==> config.mk <==
export PLATFORM = sky130hd
export DESIGN_NAME = periph_bus_ic_flat
export DESIGN_NICKNAME = d
export VERILOG_FILES = /design/src/rtl/periph_bus_pkg.sv /design/src/rtl/periph_bus_ic_if.sv /design/src/rtl/periph_irq_arb.sv /design/src/rtl/periph_bus_ic.sv /design/src/flat_wrapper.sv
export SDC_FILE = /design/constraint.sdc
export NUM_CORES = 1
export LEC_CHECK = 0
export CORE_AREA = 2 2 182 184
export DETAILED_ROUTE_END_ITERATION = 10
export DIE_AREA = 0 0 184 186
export GPL_TIMING_DRIVEN = 0
export PLACE_DENSITY_LB_ADDON = 0.1
export SLEW_MARGIN = 25
export SYNTH_ARGS = -nofsm -noshare
export SYNTH_HDL_FRONTEND = slang
export SYNTH_SLANG_ARGS = --single-unit
==> constraint.sdc <==
create_clock -name clk_i -period 2.9 [get_ports clk_i]
set_input_delay 0.58 -clock clk_i [delete_from_list [all_inputs] [get_ports clk_i]]
set_output_delay 0.58 -clock clk_i [all_outputs]
set_load 0.01 [all_outputs]
==> src/rtl/periph_bus_pkg.sv <==
// Shared types and constants for the peripheral interconnect.
package periph_bus_pkg;

  typedef enum logic [1:0] {
    IDLE = 2'd0,
    WAIT = 2'd1,
    RESP = 2'd2
  } bus_state_t;

  localparam logic [31:0] DECERR_RD = 32'h0;

  localparam int SLOT_DMEM = 0;
  localparam int SLOT_PS2  = 3;
  localparam int SLOT_VGA  = 7;

  // Slot index width; a single slave still needs one select bit.
  function automatic int slotWidth(input int n);
    return (n <= 1) ? 1 : $clog2(n);
  endfunction

endpackage

==> src/rtl/periph_bus_ic_if.sv <==
// Bus bundle between the LSU, the interconnect, the slaves and the core IRQ lines.
interface periph_bus_ic_if #(
  parameter int N_SLAVES = 8
);
  logic                    m_req_i;
  logic                    m_we_i;
  logic [3:0]              m_be_i;
  logic [31:0]             m_addr_i;
  logic [31:0]             m_wd_i;
  logic [31:0]             m_rd_o;
  logic                    m_ready_o;
  logic                    m_err_o;

  logic [N_SLAVES-1:0]     s_req_o;
  logic                    s_we_o;
  logic [3:0]              s_be_o;
  logic [31:0]             s_addr_o;
  logic [31:0]             s_wd_o;
  logic [32*N_SLAVES-1:0]  s_rd_i;
  logic [N_SLAVES-1:0]     s_ready_i;

  logic [N_SLAVES-1:0]     s_irq_i;
  logic                    irq_req_o;
  logic [7:0]              irq_id_o;
  logic                    irq_ret_i;
  logic [N_SLAVES-1:0]     irq_ret_o;

  // Interconnect view: serves the LSU and drives the slave side.
  modport slave (
    input  m_req_i, m_we_i, m_be_i, m_addr_i, m_wd_i,
    output m_rd_o, m_ready_o, m_err_o,
    output s_req_o, s_we_o, s_be_o, s_addr_o, s_wd_o,
    input  s_rd_i, s_ready_i, s_irq_i,
    output irq_req_o, irq_id_o, irq_ret_o,
    input  irq_ret_i
  );

  // Environment view: LSU, peripherals and core together.
  modport master (
    output m_req_i, m_we_i, m_be_i, m_addr_i, m_wd_i,
    input  m_rd_o, m_ready_o, m_err_o,
    input  s_req_o, s_we_o, s_be_o, s_addr_o, s_wd_o,
    output s_rd_i, s_ready_i, s_irq_i,
    input  irq_req_o, irq_id_o, irq_ret_o,
    output irq_ret_i
  );
endinterface

==> src/rtl/periph_irq_arb.sv <==
// Fixed-priority interrupt aggregator: lowest pending slot wins and is held
// until the core returns, then the return pulse goes back to that slot.
module periph_irq_arb
  import periph_bus_pkg::*;
#(
  parameter int                  N_SLAVES = 8,
  parameter logic [N_SLAVES-1:0] IRQ_MASK = 8'b0000_1000
) (
  input  logic                clk_i,
  input  logic                resetn_i,
  input  logic [N_SLAVES-1:0] i_irq,
  input  logic                i_ret,
  output logic                o_req,
  output logic [7:0]          o_id,
  output logic [N_SLAVES-1:0] o_ret
);

  logic [N_SLAVES-1:0] w_pend;
  logic [7:0]          w_lowId;
  logic [N_SLAVES-1:0] w_retVec;

  logic                r_req;
  logic [7:0]          r_id;
  logic                r_lock;
  logic [N_SLAVES-1:0] r_ret;

  always_comb begin
    w_pend   = i_irq & IRQ_MASK;
    w_lowId  = '0;
    w_retVec = '0;
    for (int i = N_SLAVES - 1; i >= 0; i--) begin
      if (w_pend[i]) w_lowId = 8'(i);
    end
    for (int i = 0; i < N_SLAVES; i++) begin
      w_retVec[i] = (r_id == 8'(i));
    end
  end

  // The id is frozen while locked; a return unlocks and the pick resumes next cycle.
  always_ff @(posedge clk_i or negedge resetn_i) begin
    if (!resetn_i) begin
      r_req  <= 1'b0;
      r_id   <= '0;
      r_lock <= 1'b0;
      r_ret  <= '0;
    end else begin
      r_req <= |w_pend;
      if (i_ret) begin
        r_ret  <= w_retVec;
        r_lock <= 1'b0;
      end else begin
        r_ret <= '0;
        if (!r_lock && (|w_pend)) begin
          r_id   <= w_lowId;
          r_lock <= 1'b1;
        end
      end
    end
  end

  assign o_req = r_req;
  assign o_id  = r_id;
  assign o_ret = r_ret;

endmodule

==> src/rtl/periph_bus_ic.sv <==
// Peripheral interconnect: decodes the slot field of the LSU address, forwards
// the request to one slave, waits for ready with a timeout and returns the response.
module periph_bus_ic
  import periph_bus_pkg::*;
#(
  parameter int                  N_SLAVES   = 8,
  parameter int                  SEL_LSB    = 24,
  parameter logic [N_SLAVES-1:0] SLAVE_MASK = 8'b1000_1001,
  parameter logic [N_SLAVES-1:0] IRQ_MASK   = 8'b0000_1000,
  parameter int                  TIMEOUT    = 255
) (
  input  logic           clk_i,
  input  logic           resetn_i,
  periph_bus_ic_if.slave bus
);

  localparam int          SLOT_W   = slotWidth(N_SLAVES);
  localparam logic [31:0] LOW_MASK = 32'((64'd1 << SEL_LSB) - 64'd1);

  localparam logic [1:0] S_IDLE = IDLE;
  localparam logic [1:0] S_WAIT = WAIT;
  localparam logic [1:0] S_RESP = RESP;

  logic [1:0]          r_state;
  logic                r_we;
  logic [3:0]          r_be;
  logic [31:0]         r_addr;
  logic [31:0]         r_wd;
  logic [SLOT_W-1:0]   r_slot;
  logic [15:0]         r_cnt;
  logic [31:0]         r_rd;
  logic                r_err;

  logic [31:0]         w_field;
  logic                w_hit;
  logic                w_slvReady;
  logic [31:0]         w_slvRd;
  logic [N_SLAVES-1:0] w_sReq;

  assign w_field = bus.m_addr_i >> SEL_LSB;

  // The whole upper field is range-checked so stray high bits never alias a slot.
  always_comb begin
    w_hit = 1'b0;
    if (w_field < 32'(N_SLAVES)) w_hit = SLAVE_MASK[w_field[SLOT_W-1:0]];
  end

  always_comb begin
    w_slvReady = 1'b0;
    w_slvRd    = '0;
    w_sReq     = '0;
    for (int i = 0; i < N_SLAVES; i++) begin
      if (r_slot == SLOT_W'(i)) begin
        w_slvReady = bus.s_ready_i[i];
        w_slvRd    = bus.s_rd_i[32*i +: 32];
        w_sReq[i]  = (r_state == S_WAIT);
      end
    end
  end

  always_ff @(posedge clk_i or negedge resetn_i) begin
    if (!resetn_i) begin
      r_state <= S_IDLE;
      r_we    <= 1'b0;
      r_be    <= '0;
      r_addr  <= '0;
      r_wd    <= '0;
      r_slot  <= '0;
      r_cnt   <= '0;
      r_rd    <= '0;
      r_err   <= 1'b0;
    end else begin
      case (r_state)
        S_IDLE: begin
          r_rd  <= '0;
          r_err <= 1'b0;
          if (bus.m_req_i) begin
            r_we   <= bus.m_we_i;
            r_be   <= bus.m_be_i;
            r_addr <= bus.m_addr_i & LOW_MASK;
            r_wd   <= bus.m_wd_i;
            r_slot <= w_field[SLOT_W-1:0];
            r_cnt  <= '0;
            if (w_hit) begin
              r_state <= S_WAIT;
            end else begin
              r_state <= S_RESP;
              r_err   <= 1'b1;
              r_rd    <= DECERR_RD;
            end
          end
        end
        S_WAIT: begin
          if (w_slvReady) begin
            r_rd    <= w_slvRd;
            r_err   <= 1'b0;
            r_state <= S_RESP;
          end else if (r_cnt == 16'(TIMEOUT - 1)) begin
            r_rd    <= DECERR_RD;
            r_err   <= 1'b1;
            r_state <= S_RESP;
          end else begin
            r_cnt <= r_cnt + 16'd1;
          end
        end
        S_RESP: begin
          r_rd    <= '0;
          r_err   <= 1'b0;
          r_state <= S_IDLE;
        end
        default: r_state <= S_IDLE;
      endcase
    end
  end

  assign bus.m_ready_o = (r_state == S_RESP);
  assign bus.m_rd_o    = r_rd;
  assign bus.m_err_o   = r_err;
  assign bus.s_req_o   = w_sReq;
  assign bus.s_we_o    = r_we;
  assign bus.s_be_o    = r_be;
  assign bus.s_addr_o  = r_addr;
  assign bus.s_wd_o    = r_wd;

  periph_irq_arb #(
    .N_SLAVES (N_SLAVES),
    .IRQ_MASK (IRQ_MASK)
  ) u_irqArb (
    .clk_i    (clk_i),
    .resetn_i (resetn_i),
    .i_irq    (bus.s_irq_i),
    .i_ret    (bus.irq_ret_i),
    .o_req    (bus.irq_req_o),
    .o_id     (bus.irq_id_o),
    .o_ret    (bus.irq_ret_o)
  );

endmodule

==> src/flat_wrapper.sv <==
// flat-port wrapper written by rule: the top's interface ports become plain ports
module periph_bus_ic_flat import periph_bus_pkg::*;
#(
  parameter int                  N_SLAVES   = 8,
  parameter int                  SEL_LSB    = 24,
  parameter logic [N_SLAVES-1:0] SLAVE_MASK = 8'b1000_1001,
  parameter logic [N_SLAVES-1:0] IRQ_MASK   = 8'b0000_1000,
  parameter int                  TIMEOUT    = 255
)
  (clk_i, resetn_i, bus_m_req_i, bus_m_we_i, bus_m_be_i, bus_m_addr_i, bus_m_wd_i, bus_m_rd_o, bus_m_ready_o, bus_m_err_o, bus_s_req_o, bus_s_we_o, bus_s_be_o, bus_s_addr_o, bus_s_wd_o, bus_s_rd_i, bus_s_ready_i, bus_s_irq_i, bus_irq_req_o, bus_irq_id_o, bus_irq_ret_o, bus_irq_ret_i);
  periph_bus_ic_if #(.N_SLAVES(N_SLAVES)) bus_i ();
  input  logic clk_i;
  input  logic resetn_i;
  input wire logic [$bits(bus_i.m_req_i)-1:0] bus_m_req_i;
  input wire logic [$bits(bus_i.m_we_i)-1:0] bus_m_we_i;
  input wire logic [$bits(bus_i.m_be_i)-1:0] bus_m_be_i;
  input wire logic [$bits(bus_i.m_addr_i)-1:0] bus_m_addr_i;
  input wire logic [$bits(bus_i.m_wd_i)-1:0] bus_m_wd_i;
  output wire logic [$bits(bus_i.m_rd_o)-1:0] bus_m_rd_o;
  output wire logic [$bits(bus_i.m_ready_o)-1:0] bus_m_ready_o;
  output wire logic [$bits(bus_i.m_err_o)-1:0] bus_m_err_o;
  output wire logic [$bits(bus_i.s_req_o)-1:0] bus_s_req_o;
  output wire logic [$bits(bus_i.s_we_o)-1:0] bus_s_we_o;
  output wire logic [$bits(bus_i.s_be_o)-1:0] bus_s_be_o;
  output wire logic [$bits(bus_i.s_addr_o)-1:0] bus_s_addr_o;
  output wire logic [$bits(bus_i.s_wd_o)-1:0] bus_s_wd_o;
  input wire logic [$bits(bus_i.s_rd_i)-1:0] bus_s_rd_i;
  input wire logic [$bits(bus_i.s_ready_i)-1:0] bus_s_ready_i;
  input wire logic [$bits(bus_i.s_irq_i)-1:0] bus_s_irq_i;
  output wire logic [$bits(bus_i.irq_req_o)-1:0] bus_irq_req_o;
  output wire logic [$bits(bus_i.irq_id_o)-1:0] bus_irq_id_o;
  output wire logic [$bits(bus_i.irq_ret_o)-1:0] bus_irq_ret_o;
  input wire logic [$bits(bus_i.irq_ret_i)-1:0] bus_irq_ret_i;
  assign bus_i.m_req_i = bus_m_req_i;
  assign bus_i.m_we_i = bus_m_we_i;
  assign bus_i.m_be_i = bus_m_be_i;
  assign bus_i.m_addr_i = bus_m_addr_i;
  assign bus_i.m_wd_i = bus_m_wd_i;
  assign bus_m_rd_o = bus_i.m_rd_o;
  assign bus_m_ready_o = bus_i.m_ready_o;
  assign bus_m_err_o = bus_i.m_err_o;
  assign bus_s_req_o = bus_i.s_req_o;
  assign bus_s_we_o = bus_i.s_we_o;
  assign bus_s_be_o = bus_i.s_be_o;
  assign bus_s_addr_o = bus_i.s_addr_o;
  assign bus_s_wd_o = bus_i.s_wd_o;
  assign bus_i.s_rd_i = bus_s_rd_i;
  assign bus_i.s_ready_i = bus_s_ready_i;
  assign bus_i.s_irq_i = bus_s_irq_i;
  assign bus_irq_req_o = bus_i.irq_req_o;
  assign bus_irq_id_o = bus_i.irq_id_o;
  assign bus_irq_ret_o = bus_i.irq_ret_o;
  assign bus_i.irq_ret_i = bus_irq_ret_i;
  periph_bus_ic #(.N_SLAVES(N_SLAVES), .SEL_LSB(SEL_LSB), .SLAVE_MASK(SLAVE_MASK), .IRQ_MASK(IRQ_MASK), .TIMEOUT(TIMEOUT)) u_core (.clk_i(clk_i), .resetn_i(resetn_i), .bus(bus_i));
endmodule
==> run summary, run 1 <==
Yosys warnings = 0
Crit Path Max Fanout = 10
Total negative slack = 0 ns
Post-CTS Hold Buffers = 0
IO Pins = 473
Max VDD drop = 0.0004457 V
Initial Util = 23.34%
First-pass GRT wire length = 51090 µm
Layout area overhead = 76.39%
Tmin final = 2.807 ns
Mapped Area = 7518 µm²
CP required = 2.32 ns
Post-synth EDFFs = 0
Overall power = 11520 µW
Worst-path clk slew = 0.07 ns
Core area = 32210 µm²
RSZ-0062 raised after global routing = no
Ys async rst share = 100.0%
Final worst-path cycle share = 96.81%
Mean Syn Cell Area = 10.52 µm²
Setup bufs post-CTS = 0
Share of layout cells above drive strength 1 = 17.12%
Endpoint type of the worst setup path = output port
Cells after synthesis = 715
Die area = 34220 µm²
Slowest stage delay, CP = 0.57 ns
# DRC = 0
Max Clock Skew = 0.01470 ns
Die height = 186 µm
Post-synthesis sequential area ratio = 39.94%
Clock sinks = 120
Routed Wire Length = 35300 µm
Critical-path cell list = inv_2 -> ha_2 -> buf_6 -> nand2b_2 -> nor2_1 -> clkdlybuf4s50_1
Initial antenna violation count = 7
Maxcap violations = 0
Layout net count = 1549
Commonest non-fill, non-tap cells in the layout = 438 x clkdlybuf4s50_1, 118 x dfrtp_1, 81 x mux2_2, 45 x mux2_1, 42 x o221ai_1
Leading cell type in the layout, fill and taps excluded = clkdlybuf4s50_1
Worst-Skew Late Latency = 0.42 ns
Total track usage = 20.15%
I/O Buffers = 445
Grt ovf = 0
Yosys cell types = 58
Clock buffer depth = 2
Adder-cell area share of the yosys netlist = 1.331%
Vias in the first global route = 8128
Worst Hold Class = in2async
Die width = 184 µm
F_max = 0.3562 GHz
Data arrival, critical path = 2.23 ns
Tightest Pin Transition = 0.8586 ns
DRT Pass-1 Iters = 4
Row cnt = 66
Buf+Inv Stages, Crit Path = 3
Relative slew slack = 42.76%
CP Class = reg2out
Clock H-tree levels = 4
Xor-xnor portion of the synthesized cell area = 0%
FF+latch count, synth = 120
Post-placement worst setup slack = -0.5645 ns
HPWL after DPL = 28370 µm
Critical-path top delay cell = clkdlybuf4s50_1
Largest family of logic cells by synthesized area = compound AO/OA/AOI/OAI gates
Status = completed
Avg WL per Cell = 21.79 µm
Via count = 7768
Via density = 4.795
Synth Area in Compound Gates = 22.48%
PD cells = 868.9 nW/µm²
Final setup margin = 0.09251 ns
Simple-gate area share of the yosys netlist = 8.121%
Final setup violating endpoints = 0
Largest net degree at the start of global routing = 69
Clock Root Buffer = clkbuf_16
Fin cells = 1620
CTS buffer count = 17
Pins Over Slew Limit = 0
DRT antenna net count = 0
Final Hold Viols = 0
Startpoint class of the critical path = flip-flop
First DRT Iteration DRCs = 417
CP top delay family = buffers and inverters
CTS tree = built
Placer congestion estimate = 0.8806
Mux cell area share after synthesis = 20.20%
Fillers = 3190
Top FF cell, synth = dfrtp_1
Leakage Power = 0.005136 µW
Dpl cells = 1588
==> per-stage QoR <==
step	utilization [%]	cell area, µm²	hold slack (ns)
after floorplan	-	7590	0.2844
final	41.18	13260	0.09138
after CTS	41.15	13250	0.1275
after global placement	38.98	12550	0.4804
after global routing	41.18	13260	0.1398
after detailed placement	39.08	12590	0.4916
==> state kept, by name, summed over array words and instances (netlist names) <==
register	count
u_core.r_state	2
u_core.r_cnt	16
u_core.u_irqArb.o_ret	2
u_core.bus.s_wd_o	32
u_core.bus.m_err_o	1
u_core.bus.s_we_o	1
u_core.bus.m_rd_o	32
u_core.u_irqArb.o_id	1
u_core.bus.s_be_o	4
u_core.u_irqArb.o_req	1
u_core.bus.s_addr_o	24
u_core.u_irqArb.r_lock	1
u_core.r_slot	3
==> power breakdown <==
| part | internal [µW] | total, µW | switching, µW |
|---|---|---|---|
| clock | 1290 | 2170 | 883 |
| combinational | 3270 | 6640 | 3370 |
| sequential | 2320 | 2710 | 386 |
| total | 6880 | 11500 | 4640 |
==> area by class of cell <==
class                           instances  area [µm²]  area share [%]
Timing Repair Buffer                  446        4483           33.80
Multi-Input combinational cell        490        4005           30.20
Sequential cell                       120        3005           22.66
Tap cell                              408       510.5           3.849
Buffer                                 82       506.7           3.821
Clock buffer                           18       429.2           3.236
Clock inverter                         14       163.9           1.236
Inverter                               39       150.1           1.132
Antenna cell                            3       7.507         0.05661
==> synthesized netlist by cell type, types with 5 or more instances <==
cell	count	area, µm²
o221ai_1	42	367.9
o211ai_1	5	37.54
mux2_2	81	912.1
o22ai_2	30	375.4
nor2_1	25	93.84
o311ai_1	6	52.55
a22oi_1	10	75.07
ha_1	8	100.1
a221o_1	5	50.05
or4_1	5	37.54
o22ai_1	33	206.5
a21oi_1	24	120.1
nand4_1	6	37.54
nand2_1	25	93.84
buf_4	22	165.2
clkbuf_1	47	176.4
buf_2	11	55.05
o21ai_0	23	115.1
nand2b_1	6	37.54
a221oi_1	10	87.58
dfrtp_1	120	3003
nor3_1	12	60.06
inv_1	39	146.4
nand3_1	13	65.06
mux2_1	45	506.7
==> logic make-up (layout without fill, tap and decap cells) <==
group / count (synthesis) / in the layout
AO/OA/AOI/OAI: 210 / 210
multiplexers: 133 / 133
buffers and inverters: 124 / 599
flip-flops: 120 / 120
AND/OR/NAND/NOR: 119 / 119
adder cells (fa/ha/maj): 8 / 8
other: 1 / 23
==> path summary, 6_finish.rpt <==
check,cells past startpoint,slack (ns),from,end
max in group asynchronous,2,2.10,resetn_i,u_core.r_cnt[2]$_DFFE_PN0P_
min in group clk_i,2,0.50,u_core.u_irqArb.r_lock$_DFFE_PN0P_,u_core.u_irqArb.r_lock$_DFFE_PN0P_
worst min register to register,2,0.50,u_core.u_irqArb.r_lock$_DFFE_PN0P_,u_core.u_irqArb.r_lock$_DFFE_PN0P_
worst min-delay path,1,0.09,resetn_i,u_core.u_irqArb.r_lock$_DFFE_PN0P_
worst max-delay path,6,0.09,u_core.r_state[1]$_DFFE_PN0P_,bus_s_req_o[1]
worst max register to register,5,0.33,u_core.r_cnt[8]$_DFFE_PN0P_,u_core.bus.m_rd_o[18]$_DFFE_PN0P_
==> per-layer routing <==
layer | share of wire (%) | GRT usage (%) | vias up | wire, µm
met5 | 0.15 | 0 | - | 52
met4 | 3.5 | 8.896 | 8 | 1228
met3 | 8.9 | 6.828 | 62 | 3132
met2 | 46 | 33.18 | 357 | 16290
met1 | 41 | 23.85 | 3682 | 14600
li1 | - | - | 3659 | -
==> worst reg2reg max path: stages, from the launching register on <==
cell and delay (ns):
dfrtp_1 0.42, nor4_1 0.40, nand4_1 0.48, a31oi_2 0.58
buf_2 0.41, o22ai_1 0.14
==> timing repair <==
item,4_1_cts,5_1_grt
resized for setup,38,3
gates cloned,0,0
setup endpoints to repair,13,3
(Power assumes the default switching activity.)
==> run 2: changes to the inputs <==
--- a/config.mk
+++ b/config.mk
@@ -9,7 +9,6 @@
 export DETAILED_ROUTE_END_ITERATION = 10
 export DIE_AREA = 0 0 184 186
 export GPL_TIMING_DRIVEN = 0
-export PLACE_DENSITY_LB_ADDON = 0.1
 export SLEW_MARGIN = 25
 export SYNTH_ARGS = -nofsm -noshare
 export SYNTH_HDL_FRONTEND = slang
==> run 2 against run 1 <==
Effect of this change:
- core utilization grew 0.12 points
- final area grew 0.29%
- routed wire length grew 4.2%
- clock power shrank 4%
- clock-buffer cell count shrank 1
- combinational power grew 3.3%
- die area is the same
- via count grew 2.4%
- global-route usage grew 0.48 points
- non-clock buffer count grew 2
- worst setup slack gained 0.019 ns
- critical path depth shrank 1
- critical path type unchanged
- critical endpoint is now bus_s_req_o[0]
- highest routed layer is now met4
==> run summary, run 2 (synthesis gave the netlist of run 1 again) <==
Relative slew slack = 49.38% (+6.6 points)
Worst-path clk slew = 0.07 ns (about the same)
Clock H-tree levels = 4 (unchanged)
Post-CTS Hold Buffers = 0 (unchanged)
First DRT Iteration DRCs = 466 (+12%)
Final Hold Viols = 0 (unchanged)
Tmin final = 2.788 ns (-0.01940 ns)
Clock buffer depth = 2 (unchanged)
Grt ovf = 0 (unchanged)
Fin util = 41.30% (+0.12 points)
Critical-path cell list = clkbuf_8 -> clkbuf_4 -> nand2b_2 -> nor2_1 -> clkdlybuf4s50_1
FF+latch area = 3004 µm² (about the same)
Crit Path Max Fanout = 10 (unchanged)
Max Clock Skew = 0.01332 ns (-0.001382 ns)
Max VDD drop = 0.0003736 V (-16%)
# DRC = 0 (unchanged)
Endpoint type of the worst setup path = output port
Layout net count = 1551 (+0.13%)
First-pass GRT wire length = 51830 µm (+1.4%)
Layout area overhead = 76.90%
PD cells = 875.0 nW/µm² (+0.71%)
Final setup violating endpoints = 0 (unchanged)
Total track usage = 20.63% (+0.48 points)
Die width = 184 µm (unchanged)
Final worst-path cycle share = 96.14% (-0.67 points)
CTS tree = built
CP Class = reg2out
Commonest non-fill, non-tap cells in the layout = 439 x clkdlybuf4s50_1, 119 x dfrtp_1, 81 x mux2_2, 45 x mux2_1, 42 x o221ai_1
Clock sinks = 120 (unchanged)
Row cnt = 66 (unchanged)
Final instance area = 13300 µm² (+0.29%)
Fin cells = 1622 (+0.12%)
Data arrival, critical path = 2.21 ns (-0.02 ns)
Largest net degree at the start of global routing = 73 (+5.8%)
DRT Pass-1 Iters = 5 (+1)
Vias in the first global route = 8350 (+2.7%)
Critical-path top delay cell = clkdlybuf4s50_1
Fillers = 3177 (-0.41%)
Worst-Skew Late Latency = 0.42 ns (about the same)
Startpoint class of the critical path = flip-flop
IO Pins = 473 (unchanged)
Worst Hold Class = in2async
Clock Root Buffer = clkbuf_16
Core area = 32210 µm² (unchanged)
CTS buffer count = 17 (unchanged)
Placer congestion estimate = 0.8673 (-1.5%)
Maxcap violations = 0 (unchanged)
Placement Cell Area = 12590 µm² (unchanged)
Die height = 186 µm (unchanged)
Avg WL per Cell = 22.67 µm (+4.1%)
Via count = 7956 (+2.4%)
Slowest stage delay, CP = 0.55 ns (-0.02 ns)
Leading cell type in the layout, fill and taps excluded = clkdlybuf4s50_1
Tightest Pin Transition = 0.7594 ns (-0.09923 ns)
DRT antenna net count = 0 (unchanged)
Area taken by multi-input logic gates = 4020 µm² (+0.38%)
Buf+Inv Stages, Crit Path = 3 (unchanged)
F_max = 0.3587 GHz (+0.70%)
CP required = 2.32 ns (about the same)
Die area = 34220 µm² (unchanged)
Initial antenna violation count = 3 (-4)
Pins Over Slew Limit = 0 (unchanged)
Via density = 4.905 (+2.3%)
Share of layout cells above drive strength 1 = 17.51% (+0.38 points)
Status = completed
I/O Buffers = 445 (unchanged)
Initial Util = 23.34% (unchanged)
HPWL after DPL = 29190 µm (+2.9%)
Dpl cells = 1588 (unchanged)
RSZ-0062 raised after global routing = no
Routed Wire Length = 36780 µm (+4.2%)
Leakage Power = 0.005140 µW (about the same)
CP top delay family = buffers and inverters
-- run 2: cell count changes in the layout (fill, tap and decap cells not counted), moves of 2 or more --
cell | previous run | this run
clkbuf_8 | 5 | 8
clkinv_4 | 6 | 3
clkinvlp_4 | 1 | 4
buf_2 | 12 | 10
clkbuf_1 | 34 | 32
inv_6 | 4 | 6
-- run 2: area by class of cell --
class | count | share of cell area (%)
multi-input cells | 490 | 30.23
clock inverters | 15 | 1.063
diodes | 3 | 0.05644
well taps | 408 | 3.838
repair buffers | 446 | 33.72
inverters | 39 | 1.129
clock buffers | 17 | 3.198
flip-flops and latches | 120 | 22.59
plain buffers | 84 | 4.186
-- run 2: metrics by stage --
step	hold slack [ns]	setup WS, ns	power, µW	setup TNS (ns)
floorplan	0.2844	0.7307	6189	0
global placement	0.4761	-4.091	9379	-494.25
detailed placement	0.4912	-0.9425	9420	-5.812
CTS	0.06647	0.0005242	11720	0
global route	0.08311	0.03760	12310	0
finish	0.06829	0.1119	11640	0
-- run 2: what timing repair did --
action	CTS	global route
gates resized for setup	48	8
endpoints found under the hold margin	0	0
endpoints found under the setup margin	36	44
setup buffers	0	0
gates cloned	0	0
-- run 2: final timing paths --
kind / endpoint / slack [ns] / start / depth (start not counted)
min in group clk_i: u_core.u_irqArb.r_lock$_DFFE_PN0P_ / 0.50 / u_core.u_irqArb.r_lock$_DFFE_PN0P_ / 2
max: bus_s_req_o[0] / 0.11 / u_core.r_slot[1]$_DFFE_PN0P_ / 5
min reg2reg: u_core.u_irqArb.r_lock$_DFFE_PN0P_ / 0.50 / u_core.u_irqArb.r_lock$_DFFE_PN0P_ / 2
max reg2reg: u_core.bus.m_rd_o[18]$_DFFE_PN0P_ / 0.31 / u_core.r_cnt[8]$_DFFE_PN0P_ / 5
min: u_core.bus.s_wd_o[30]$_DFFE_PN0P_ / 0.07 / resetn_i / 1
max in group asynchronous: u_core.bus.s_addr_o[2]$_DFFE_PN0P_ / 2.10 / resetn_i / 2
-- run 2: where the power goes --
| group | switching, µW | internal [µW] | leakage (µW) |
|---|---|---|---|
| Clock | 895 | 1200 | 0.000271 |
| Combinational | 3520 | 3350 | 0.00336 |
| Sequential | 363 | 2320 | 0.00150 |
| Total | 4770 | 6860 | 0.00514 |
-- run 2: per-layer routing --
metal | part of all wire (%) | global-route usage (%) | vias to the layer above | wire length (µm)
li1 | - | - | 3667 | -
met1 | 40 | 24.55 | 3907 | 14840
met2 | 51 | 37.18 | 349 | 18820
met3 | 7.1 | 4.891 | 33 | 2599
met4 | 1.4 | 5.376 | 0 | 518
met5 | 0 | 0 | - | 0
==> run 3: changes to the inputs <==
--- a/config.mk
+++ b/config.mk
@@ -9,6 +9,7 @@
 export DETAILED_ROUTE_END_ITERATION = 10
 export DIE_AREA = 0 0 184 186
 export GPL_TIMING_DRIVEN = 0
+export REMOVE_ABC_BUFFERS = 1
 export SLEW_MARGIN = 25
 export SYNTH_ARGS = -nofsm -noshare
 export SYNTH_HDL_FRONTEND = slang
==> run 3 against run 2 <==
Effect of this change:
- total power fell by 1.4%
- critical path depth fell by 2
- non-clock buffer count down 62
- critical path type unchanged
- largest power group unchanged
- core utilization is 0.46 points lower
- final area is 1.1% lower
- final cell count fell by 3.9%
- register-to-register slack worse by 0.15 ns
- sequential cell count unchanged
- hold slack lost 0.032 ns
==> run summary, run 3 (synthesis gave the netlist of run 1 again) <==
Status = completed
Die area = 34220 µm² (unchanged)
CP top delay family = simple AND/OR/NAND/NOR gates
DRT antenna net count = 0 (unchanged)
Via count = 7577 (-4.8%)
Maxcap violations = 0 (unchanged)
Largest net degree at the start of global routing = 81 (+11%)
Final instance area = 13150 µm² (-1.1%)
Via density = 4.863 (-0.85%)
Placement Cell Area = 12380 µm² (-1.7%)
F_max = 0.3545 GHz (-1.1%)
RSZ-0062 raised after global routing = no
RR Startpoint = u_core.r_slot[0]$_DFFE_PN0P_
Final Hold Viols = 0 (unchanged)
HPWL after DPL = 23410 µm (-20%)
Max Clock Skew = 0.02260 ns (+0.009279 ns)
First-pass GRT wire length = 47680 µm (-8.0%)
Clock sinks = 120 (unchanged)
CTS buffer count = 17 (unchanged)
Die height = 186 µm (unchanged)
Tmin final = 2.820 ns (+0.03239 ns)
Fin util = 40.84% (-0.46 points)
Layout area overhead = 74.92%
Buf+Inv Stages, Crit Path = 1 (-2)
Tightest Pin Transition = 0.9199 ns (+0.1606 ns)
Row cnt = 66 (unchanged)
Worst Hold Class = in2async
Critical-path cell list = or2_4 -> nor2_1 -> clkdlybuf4s50_1
DRT Pass-1 Iters = 5 (unchanged)
Clock H-tree levels = 4 (unchanged)
PD cells = 872.8 nW/µm² (-0.25%)
Initial antenna violation count = 0 (-3)
Dpl cells = 1511 (-4.8%)
Slowest stage delay, CP = 0.62 ns (+0.07 ns)
Fin cells = 1558 (-3.9%)
Layout net count = 1490 (-3.9%)
Placer congestion estimate = 0.8319 (-4.1%)
Clock buffer depth = 2 (unchanged)
Leakage Power = 0.005013 µW (-2.5%)
Clock Root Buffer = clkbuf_16
Critical-path top delay cell = dfrtp_4
Final setup violating endpoints = 0 (unchanged)
Final worst-path cycle share = 97.26% (+1.1 points)
Relative slew slack = 38.54% (-11 points)
I/O Buffers = 445 (unchanged)
Post-CTS Hold Buffers = 0 (unchanged)
Core area = 32210 µm² (unchanged)
CP Class = reg2out
Max VDD drop = 0.0004645 V (+24%)
Endpoint type of the worst setup path = output port
Startpoint class of the critical path = flip-flop
# DRC = 0 (unchanged)
Commonest non-fill, non-tap cells in the layout = 443 x clkdlybuf4s50_1, 117 x dfrtp_1, 81 x mux2_2, 45 x mux2_1, 42 x o221ai_1
Initial Util = 23.34% (unchanged)
Pins Over Slew Limit = 0 (unchanged)
Crit Path Max Fanout = 23 (+13)
Avg WL per Cell = 21.08 µm (-7.0%)
Critical path launch point = u_core.r_slot[0]$_DFFE_PN0P_
Worst-Skew Late Latency = 0.43 ns (about the same)
Vias in the first global route = 7669 (-8.2%)
Die width = 184 µm (unchanged)
IO Pins = 473 (unchanged)
Area taken by multi-input logic gates = 4065 µm² (+1.1%)
Leading cell type in the layout, fill and taps excluded = clkdlybuf4s50_1
CTS tree = built
Grt ovf = 0 (unchanged)
Total track usage = 18.82% (-1.8 points)
Routed Wire Length = 32840 µm (-11%)
Share of layout cells above drive strength 1 = 16.43% (-1.1 points)
Antenna cells = 0 (-3)
FF+latch area = 3014 µm² (+0.33%)
First DRT Iteration DRCs = 311 (-33%)
CP required = 2.32 ns (about the same)
Fillers = 3173 (-0.13%)
Data arrival, critical path = 2.24 ns (+0.03 ns)
Worst-path clk slew = 0.07 ns (about the same)
Overall power = 11480 µW (-1.4%)
-- run 3: changes by cell type in the layout (fill, tap and decap cells not counted), sizes merged, moves of 3 or more --
| cell | change |
|---|---|
| clkbuf | -45 |
| buf | -17 |
| clkdlybuf4s50 | +4 |
| dlygate4sd2 | -4 |
| diode | -3 |
| inv | +3 |
-- run 3: timing repair --
item | in CTS | in global routing
pin swaps | 1 | 1
cloned | 1 | 0
resized for setup | 9 | 3
endpoints found under the setup margin | 47 | 15
buffers inserted | 11 | 3
-- run 3: stage by stage --
stage | worst slack (ns) | hold slack [ns] | setup TNS, ns
5_1_grt | 0.003829 | 0.03702 | 0
2_1_floorplan | -1.466 | 0.2844 | -59.35
6_report | 0.07952 | 0.03599 | 0
3_5_place_dp | -0.4949 | 0.4911 | -7.824
4_1_cts | 0.01033 | 0.03573 | 0
3_3_place_gp | -4.511 | 0.4870 | -747.15
-- run 3: final timing paths --
| path | endpoint | slack, ns | cells after the start |
|---|---|---|---|
| max | bus_s_req_o[0] | 0.08 | 3 |
| min | u_core.bus.s_wd_o[14]$_DFFE_PN0P_ | 0.04 | 1 |
| max reg2reg | u_core.bus.m_rd_o[31]$_DFFE_PN0P_ | 0.16 | 7 |
| min reg2reg | u_core.bus.s_be_o[0]$_DFFE_PN0P_ | 0.50 | 1 |
| max in group asynchronous | u_core.r_slot[2]$_DFFE_PN0P_ | 2.08 | 2 |
| min in group clk_i | u_core.bus.s_be_o[0]$_DFFE_PN0P_ | 0.50 | 1 |
-- run 3: final cells by class --
cell class | count | area share [%]
clock buffers | 17 | 3.235
inverters | 39 | 1.265
multi-input cells | 491 | 30.91
repair buffers | 468 | 36.64
clock inverters | 15 | 1.151
well taps | 408 | 3.882
flip-flops and latches | 120 | 22.92
-- run 3: where the power goes --
group,internal (µW),leakage [µW],switching [µW]
Sequential,2330,0.00150,408
Clock,1140,0.000277,973
Combinational,3320,0.00323,3300
-- run 3: metal layers --
layer	track usage [%]	wire length, µm
met4	4.448	418
met1	22.62	13510
met2	33.45	16380
met3	4.970	2525
met5	0	0
